<file path="config.mk">
export PLATFORM = sky130hd
export DESIGN_NAME = multicycle_control_flat
export DESIGN_NICKNAME = d
export VERILOG_FILES = /design/src/rtl/multicycle_control_if.sv /design/src/rtl/multicycle_control.sv /design/src/flat_wrapper.sv
export SDC_FILE = /design/constraint.sdc
export NUM_CORES = 1
export LEC_CHECK = 0
export ABC_AREA = 1
export BUFFER_PORTS_ARGS = -buffer_cell sky130_fd_sc_hd__buf_2
export CAP_MARGIN = 20
export CORE_MARGIN = 1.5
export CORE_UTILIZATION = 39
export DETAILED_ROUTE_END_ITERATION = 8
export PLACE_DENSITY = 0.85
export SETUP_SLACK_MARGIN = 0.4
export SLEW_MARGIN = 15
export SYNTH_ARGS = -nofsm -noshare
export SYNTH_HDL_FRONTEND = slang
export SYNTH_SLANG_ARGS = --single-unit
</file>
<file path="constraint.sdc">
create_clock -name clock -period 2.14 [get_ports clock]
set_input_delay 0.107 -clock clock [delete_from_list [all_inputs] [get_ports clock]]
set_output_delay 0.107 -clock clock [all_outputs]
set_load 0.005 [all_outputs]
</file>
<file path="src/rtl/multicycle_control_if.sv">
// Control bundle between the multicycle controller and its shared-ALU datapath.
// The master modport is the controller; the slave modport is the datapath/memory side.
interface multicycle_control_if;
  logic [31:0] ins;
  logic        mem_ready;
  logic        mem_req;
  logic        memWrite;
  logic        IorD;
  logic        IRWrite;
  logic        PCWrite;
  logic        PCWriteCond;
  logic [1:0]  PCSource;
  logic        ALUSrcA;
  logic [1:0]  ALUSrcB;
  logic [4:0]  ALUControl;
  logic        regWriteEnable;
  logic [1:0]  regDst;
  logic [1:0]  memToReg;
  logic        illegal;
  logic [3:0]  state;

  modport master (
    input  ins, mem_ready,
    output mem_req, memWrite, IorD, IRWrite, PCWrite, PCWriteCond, PCSource,
           ALUSrcA, ALUSrcB, ALUControl, regWriteEnable, regDst, memToReg,
           illegal, state
  );

  modport slave (
    output ins, mem_ready,
    input  mem_req, memWrite, IorD, IRWrite, PCWrite, PCWriteCond, PCSource,
           ALUSrcA, ALUSrcB, ALUControl, regWriteEnable, regDst, memToReg,
           illegal, state
  );
endinterface

</file>
<file path="src/rtl/multicycle_control.sv">
// Moore FSM sequencing the shared-ALU, shared-memory multicycle datapath.
// Memory states stretch on mem_ready; reset zeroes every control output asynchronously.
module multicycle_control #(
  parameter logic [4:0] ALU_ADD     = 5'b00001,
  parameter logic [4:0] ALU_CMP_LEU = 5'b01000
) (
  input logic                  clock,
  input logic                  reset,
  multicycle_control_if.master bus
);

  localparam logic [3:0] FETCH     = 4'd0;
  localparam logic [3:0] DECODE    = 4'd1;
  localparam logic [3:0] MEM_ADDR  = 4'd2;
  localparam logic [3:0] MEM_READ  = 4'd3;
  localparam logic [3:0] MEM_WB    = 4'd4;
  localparam logic [3:0] MEM_WRITE = 4'd5;
  localparam logic [3:0] EXEC_R    = 4'd6;
  localparam logic [3:0] R_WB      = 4'd7;
  localparam logic [3:0] EXEC_I    = 4'd8;
  localparam logic [3:0] I_WB      = 4'd9;
  localparam logic [3:0] BRANCH    = 4'd10;
  localparam logic [3:0] JUMP      = 4'd11;

  localparam logic [5:0] OP_ANDR = 6'b100000;
  localparam logic [5:0] OP_NORR = 6'b100110;
  localparam logic [5:0] OP_NOTR = 6'b000100;
  localparam logic [5:0] OP_ROLV = 6'b000000;
  localparam logic [5:0] OP_RORV = 6'b000010;
  localparam logic [5:0] OP_LW   = 6'b100011;
  localparam logic [5:0] OP_SW   = 6'b101011;
  localparam logic [5:0] OP_NORI = 6'b001110;
  localparam logic [5:0] OP_BLEU = 6'b010000;
  localparam logic [5:0] OP_JR   = 6'b001000;
  localparam logic [5:0] OP_JAL  = 6'b000011;

  logic [3:0] state_r;
  logic [3:0] next_state_s;
  logic [5:0] op_s;

  assign op_s = bus.ins[31:26];

  // Dispatch target out of DECODE; FETCH here means the opcode is undefined.
  function automatic logic [3:0] decode_next(input logic [5:0] op);
    case (op)
      OP_LW, OP_SW:                                 decode_next = MEM_ADDR;
      OP_ANDR, OP_NORR, OP_NOTR, OP_ROLV, OP_RORV:  decode_next = EXEC_R;
      OP_NORI:                                      decode_next = EXEC_I;
      OP_BLEU:                                      decode_next = BRANCH;
      OP_JR, OP_JAL:                                decode_next = JUMP;
      default:                                      decode_next = FETCH;
    endcase
  endfunction

  // State register.
  always_ff @(posedge clock or posedge reset) begin
    if (reset) begin
      state_r <= FETCH;
    end else begin
      state_r <= next_state_s;
    end
  end

  // Next-state logic; mem_ready only matters in the three memory states.
  always_comb begin
    next_state_s = FETCH;
    case (state_r)
      FETCH:     next_state_s = bus.mem_ready ? DECODE : FETCH;
      DECODE:    next_state_s = decode_next(op_s);
      MEM_ADDR:  next_state_s = (op_s == OP_LW) ? MEM_READ : MEM_WRITE;
      MEM_READ:  next_state_s = bus.mem_ready ? MEM_WB : MEM_READ;
      MEM_WB:    next_state_s = FETCH;
      MEM_WRITE: next_state_s = bus.mem_ready ? FETCH : MEM_WRITE;
      EXEC_R:    next_state_s = R_WB;
      R_WB:      next_state_s = FETCH;
      EXEC_I:    next_state_s = I_WB;
      I_WB:      next_state_s = FETCH;
      BRANCH:    next_state_s = FETCH;
      JUMP:      next_state_s = FETCH;
      default:   next_state_s = FETCH;
    endcase
  end

  assign bus.state = state_r;

  // Control outputs: decoded from state, forced low whenever reset is high.
  always_comb begin
    bus.mem_req        = 1'b0;
    bus.memWrite       = 1'b0;
    bus.IorD           = 1'b0;
    bus.IRWrite        = 1'b0;
    bus.PCWrite        = 1'b0;
    bus.PCWriteCond    = 1'b0;
    bus.PCSource       = 2'b00;
    bus.ALUSrcA        = 1'b0;
    bus.ALUSrcB        = 2'b00;
    bus.ALUControl     = 5'b00000;
    bus.regWriteEnable = 1'b0;
    bus.regDst         = 2'b00;
    bus.memToReg       = 2'b00;
    bus.illegal        = 1'b0;
    if (reset) begin
      bus.mem_req = 1'b0;
    end else begin
      case (state_r)
        FETCH: begin
          bus.mem_req    = 1'b1;
          bus.ALUSrcB    = 2'b01;
          bus.ALUControl = ALU_ADD;
          bus.IRWrite    = bus.mem_ready;
          bus.PCWrite    = bus.mem_ready;
        end
        DECODE: begin
          bus.ALUSrcB    = 2'b11;
          bus.ALUControl = ALU_ADD;
          bus.illegal    = (decode_next(op_s) == FETCH);
        end
        MEM_ADDR: begin
          bus.ALUSrcA    = 1'b1;
          bus.ALUSrcB    = 2'b10;
          bus.ALUControl = ALU_ADD;
        end
        MEM_READ: begin
          bus.mem_req = 1'b1;
          bus.IorD    = 1'b1;
        end
        MEM_WB: begin
          bus.regWriteEnable = 1'b1;
          bus.memToReg       = 2'b01;
        end
        MEM_WRITE: begin
          bus.mem_req  = 1'b1;
          bus.memWrite = 1'b1;
          bus.IorD     = 1'b1;
        end
        EXEC_R: begin
          bus.ALUSrcA    = 1'b1;
          bus.ALUControl = bus.ins[31:27];
        end
        R_WB: begin
          bus.regWriteEnable = 1'b1;
          bus.regDst         = 2'b01;
        end
        EXEC_I: begin
          bus.ALUSrcA    = 1'b1;
          bus.ALUSrcB    = 2'b10;
          bus.ALUControl = bus.ins[31:27];
        end
        I_WB: begin
          bus.regWriteEnable = 1'b1;
        end
        BRANCH: begin
          bus.ALUSrcA     = 1'b1;
          bus.ALUControl  = ALU_CMP_LEU;
          bus.PCWriteCond = 1'b1;
          bus.PCSource    = 2'b01;
        end
        JUMP: begin
          bus.PCWrite = 1'b1;
          // PC already holds PC+4, so jal links it straight into $31.
          if (op_s == OP_JAL) begin
            bus.PCSource       = 2'b10;
            bus.regWriteEnable = 1'b1;
            bus.regDst         = 2'b10;
            bus.memToReg       = 2'b10;
          end else begin
            bus.PCSource = 2'b11;
          end
        end
        default: begin
          bus.mem_req = 1'b0;
        end
      endcase
    end
  end

endmodule

</file>
<file path="src/flat_wrapper.sv">
// flat-port wrapper written by rule: the top's interface ports become plain ports
module multicycle_control_flat 
#(
  parameter logic [4:0] ALU_ADD     = 5'b00001,
  parameter logic [4:0] ALU_CMP_LEU = 5'b01000
)
  (clock, reset, bus_ins, bus_mem_ready, bus_mem_req, bus_memWrite, bus_IorD, bus_IRWrite, bus_PCWrite, bus_PCWriteCond, bus_PCSource, bus_ALUSrcA, bus_ALUSrcB, bus_ALUControl, bus_regWriteEnable, bus_regDst, bus_memToReg, bus_illegal, bus_state);
  multicycle_control_if bus_i ();
  input logic clock;
  input logic reset;
  input wire logic [$bits(bus_i.ins)-1:0] bus_ins;
  input wire logic [$bits(bus_i.mem_ready)-1:0] bus_mem_ready;
  output wire logic [$bits(bus_i.mem_req)-1:0] bus_mem_req;
  output wire logic [$bits(bus_i.memWrite)-1:0] bus_memWrite;
  output wire logic [$bits(bus_i.IorD)-1:0] bus_IorD;
  output wire logic [$bits(bus_i.IRWrite)-1:0] bus_IRWrite;
  output wire logic [$bits(bus_i.PCWrite)-1:0] bus_PCWrite;
  output wire logic [$bits(bus_i.PCWriteCond)-1:0] bus_PCWriteCond;
  output wire logic [$bits(bus_i.PCSource)-1:0] bus_PCSource;
  output wire logic [$bits(bus_i.ALUSrcA)-1:0] bus_ALUSrcA;
  output wire logic [$bits(bus_i.ALUSrcB)-1:0] bus_ALUSrcB;
  output wire logic [$bits(bus_i.ALUControl)-1:0] bus_ALUControl;
  output wire logic [$bits(bus_i.regWriteEnable)-1:0] bus_regWriteEnable;
  output wire logic [$bits(bus_i.regDst)-1:0] bus_regDst;
  output wire logic [$bits(bus_i.memToReg)-1:0] bus_memToReg;
  output wire logic [$bits(bus_i.illegal)-1:0] bus_illegal;
  output wire logic [$bits(bus_i.state)-1:0] bus_state;
  assign bus_i.ins = bus_ins;
  assign bus_i.mem_ready = bus_mem_ready;
  assign bus_mem_req = bus_i.mem_req;
  assign bus_memWrite = bus_i.memWrite;
  assign bus_IorD = bus_i.IorD;
  assign bus_IRWrite = bus_i.IRWrite;
  assign bus_PCWrite = bus_i.PCWrite;
  assign bus_PCWriteCond = bus_i.PCWriteCond;
  assign bus_PCSource = bus_i.PCSource;
  assign bus_ALUSrcA = bus_i.ALUSrcA;
  assign bus_ALUSrcB = bus_i.ALUSrcB;
  assign bus_ALUControl = bus_i.ALUControl;
  assign bus_regWriteEnable = bus_i.regWriteEnable;
  assign bus_regDst = bus_i.regDst;
  assign bus_memToReg = bus_i.memToReg;
  assign bus_illegal = bus_i.illegal;
  assign bus_state = bus_i.state;
  multicycle_control #(.ALU_ADD(ALU_ADD), .ALU_CMP_LEU(ALU_CMP_LEU)) u_core (.clock(clock), .reset(reset), .bus(bus_i));
endmodule
</file>
Word level (Yosys, flattened, before mapping):

Index checks and enable logic that the tools add are counted.

* input bits: 35
* register bits after elaboration: 4

* equality and inequality tests: 21
* reduce and logical (&&, ||, !) cells: 13
* mux-type cells: 39

Operators by type and width (number)
* one-hot mux 4 bit (7 select lines): 1
* == test 6 bit (second input constant): 4
* one-hot mux 4 bit (5 select lines): 1
* 2-to-1 mux 1 bit: 19
* == test 4 x 3 -> 1 bit (second input constant): 4
* == test 4 bit (second input constant): 4
* one-hot mux 5 bit (3 select lines): 1
* == test 6 x 2 -> 1 bit (second input constant): 2
* == test 6 x 4 -> 1 bit (second input constant): 2
* one-hot mux 2 bit (2 select lines): 3
* 2-to-1 mux 2 bit: 5
* OR reduction 2 bit: 5
* 2-to-1 mux 3 bit: 3
* OR reduction 3 bit: 3
* == test 4 x 2 -> 1 bit (second input constant): 2
* logical NOT 4 bit: 2
* 2-to-1 mux 4 bit: 2
* == test 6 x 3 -> 1 bit (second input constant): 1
* == test 6 x 5 -> 1 bit (second input constant): 1
* logical NOT 6 bit: 1
* one-hot mux 2 bit (3 select lines): 1
* 2-to-1 mux 5 bit: 1
* OR reduction 5 bit: 1
* == test 4 x 1 -> 1 bit (second input constant): 1
* other kinds (2): 3

Depth between registers and ports, before layout:

* depth after elaboration: 8
* depth in mapped cells: 8
* depth with buffers taken out: 8

Worst setup path after synthesis:

OpenSTA, ideal clock, no wires.

* path type: register to output
* from: reg u_core.state_r[2] (netlist: u_core.bus.state[2])
* to: out bus_illegal
* required time: 2033 ps
* cell stages (with the launch flop): 6
* slack: 963 ps
* arrival: 1070 ps
* path buffers: 0
* cells stage by stage: dfrtp_1 > nor2_2 > inv_2 > nor2_4 > nand3_1 > nor2_1

* longest elaborated chain between the ends: 3

RTL lines
* start, declared: RTL line multicycle_control.sv:37 `logic [3:0] state_r;`
* start signal, assigned: RTL line multicycle_control.sv:60 `state_r <= next_state_s;`
* == test 4 x 1 -> 1 bit: RTL line multicycle_control.sv:105 `case (state_r)`
* 2-to-1 mux 1 bit: RTL line multicycle_control.sv:105
* 2-to-1 mux 1 bit: RTL line multicycle_control.sv:102 `if (reset) begin`
* end, declared: RTL line flat_wrapper.sv:26 `output wire logic [$bits(bus_i.illegal)-1:0] bus_illegal;`

Every way passes these cells.

Final worst setup path:

Ends and elaborated chain as after synthesis.

==> results.ini <==
[timing]
worst_pin_slew_ns = 0.365
fin_crit_ns = 1.56
fmax_ghz = 0.643
fin_skew_ns = 0.00913
finalSetupTns_ns = 0
rsz0062_at_grt = no
slew_violations = 0
setup-violations-final = 0
fin_crit_sh_pct = 72.7
hold_violations = 0
timing.hold.ws_ns = 0.264
slew_headroom_pct = 75.4

[placed_design]
port_buffers = 34
dpl.hpwl_um = 1530
gp_congestion = 0.866

[worst_setup_path]
path_cells = nor2_4, inv_2, nor2_4, nand3_1, nor2_1, buf_2
cp.arrival_ns = 1.45
critPathBufInv = 2
worstSetupPathType = flop to output port
r2r_setup_slack_ns = 0.93
startpoint_type = flop
cp-end-kind = output port
critPathTopFamily = simple AND/OR/NAND/NOR gates
cp.required_ns = 2.03
critPathMaxStageDelay_ns = 0.45
cp_max_fo = 6
path_common_cell = nor2_4
crit_path_top_delay_cell = dfrtp_1

[run]
cap_violations = 0

[grt]
grt_pass1_wl_um = 2860
grt_pass1_vias = 706
antenna_found_initial = 0
grt_overflow = 0
grt_use_total_pct = 19.5
grt_max_degree = 13

[cells_and_area]
largest_reg_flops = 4
insertedDiodeCount = 0
multi_input_area_um2 = 474
final_nets = 187
n_fill_cell = 144
final_layout_size_suffix_gt1_share_pct = 41.3
post-route-util_pct = 57.0
seq_area_um2 = 100
syn_to_final_growth_pct = 34.5

[synth]
ys_types = 25
netlist_area_um2 = 646
postSynthAreaPerCell_um2 = 5.71
ys_seq_elements = 4
synth_fp_nets = 148
synth_seq_area_share_pct = 15.5
syn_inst = 113
yosysWarnings = 0

[floorplanning]
start_util_pct = 42.4
core_um2 = 1520
dieArea_um2 = 1910
rows = 14
die_x_um = 43.7
boundaryPins = 61
die_h_um = 43.7

[power]
cellLeakagePower_nw = 0.519
p_per_area_nw_per_um2 = 634
ir_worst_vdd_uv = 534

[clocking]
ctsHtreeMaxLevel = 1
clk_latency_ns = 0.24
clock_path_buffers = 2
cts_tree = yes
root_buffer = clkbuf_4
numClockSinks = 4
cts_buffers = 3
clk_pin_slew_ns = 0.04

[min_path]
min_path_type = input port to flop

[drt]
drc = 0
drtAntennaViolNets = 0
wl_per_cell_um = 11.3
num_vias = 863
drtPass1Iterations = 4
wirelength_um = 1880
vias_per_cell = 5.20
drtIter0Drc = 14

[run_status]
status = complete, no violations

[logic make-up (layout without fill, tap and decap cells)]
| logic type | Yosys count | after routing | synth area share [%] |
|---|---|---|---|
| AND/OR/NAND/NOR | 72 | 72 | 56.8 |
| buffers and inverters | 20 | 57 | 11.8 |
| AO/OA/AOI/OAI | 17 | 17 | 15.9 |
| flip-flops | 4 | 4 | 15.5 |
[worst paths after layout]
check                      cells past startpoint                             to                          start
hold / removal                                 4  u_core.bus.state[2]$_DFF_PP0_                  bus_mem_ready
setup / recovery                               6                    bus_illegal  u_core.bus.state[2]$_DFF_PP0_
min in group asynchronous                      3  u_core.bus.state[0]$_DFF_PP0_                          reset
max in group asynchronous                      3  u_core.bus.state[1]$_DFF_PP0_                          reset
setup reg to reg                               6  u_core.bus.state[2]$_DFF_PP0_  u_core.bus.state[1]$_DFF_PP0_
hold reg to reg                                3  u_core.bus.state[0]$_DFF_PP0_  u_core.bus.state[3]$_DFF_PP0_
[final cells by class]
class	instances	area share (%)
clock buffers	3	2.59
inverters	19	8.21
multi-input cells	89	54.6
flip-flops and latches	4	11.5
well taps	16	2.31
repair buffers	35	20.7
[per-stage QoR]
step	power (mW)	cells	setup WS [ns]	instance area, µm²
2_1_floorplan	0.329	113	0.963	646
3_3_place_gp	0.436	162	0.804	831
3_5_place_dp	0.443	162	0.775	831
4_1_cts	0.547	166	0.510	863
5_1_grt	0.601	166	0.453	868
6_report	0.551	166	0.584	868
[synth_stat cells]
| cell | count | area [µm²] |
|---|---|---|
| a21oi_1 | 2 | 10.0 |
| a21oi_2 | 1 | 8.76 |
| a31o_2 | 2 | 17.5 |
| nand2_4 | 1 | 11.3 |
| nand2_2 | 5 | 31.3 |
| nand3_1 | 10 | 50.1 |
| nor2_1 | 24 | 90.1 |
| nor2_2 | 7 | 43.8 |
| o21a_1 | 1 | 7.51 |
| clkinv_1 | 1 | 3.75 |
| nand2_1 | 15 | 56.3 |
| dfrtp_1 | 4 | 100 |
| o21ai_0 | 7 | 35.0 |
| nor2_4 | 1 | 11.3 |
| nand3_2 | 1 | 10.0 |
| nor3_2 | 4 | 40.0 |
| nor4_1 | 1 | 6.26 |
| inv_1 | 15 | 56.3 |
| a22oi_1 | 1 | 7.51 |
| o21ai_1 | 2 | 10.0 |
| nor3_1 | 2 | 10.0 |
| inv_2 | 3 | 11.3 |
| nand4_1 | 1 | 6.26 |
| buf_2 | 1 | 5.00 |
| a31oi_1 | 1 | 6.26 |
[where the power goes]
group | switching, mW | internal (mW)
registers | 0.0315 | 0.0945
clock network | 0.0342 | 0.0630
logic | 0.199 | 0.128
[worst min-delay path, delay by kind of cell]
kind | cells | cell delay [ns]
simple gates | 3 | 0.23
buf+inv | 1 | 0.12
[per-layer routing]
layer / track usage, % / wire (µm) / up-vias
li1: - / - / 439
met1: 23.2 / 817 / 389
met2: 33.5 / 938 / 35
met3: 7.50 / 127 / 0
met4: 3.03 / 0 / 0
met5: 0 / 0 / -
[repair_timing]
action / in CTS / in global routing
hold buffers: 1 / 0
hold endpoints to repair: 4 / 0
gates resized for setup: 0 / 1
endpoints found under the setup margin: 0 / 1
buffers inserted: 0 / 0
[placed cells by master (no fill, tap or decap), drive strengths merged]
cell type	instances
a21oi	3
a22oi	1
a31o	2
a31oi	1
buf	34
clkbuf	3
clkinv	1
dfrtp	4
dlygate4sd3	1
inv	18
nand2	21
nand3	11
nand4	1
nor2	32
nor3	6
nor4	1
o21a	1
o21ai	9
No activity file was read; power rests on OpenSTA's default activity.
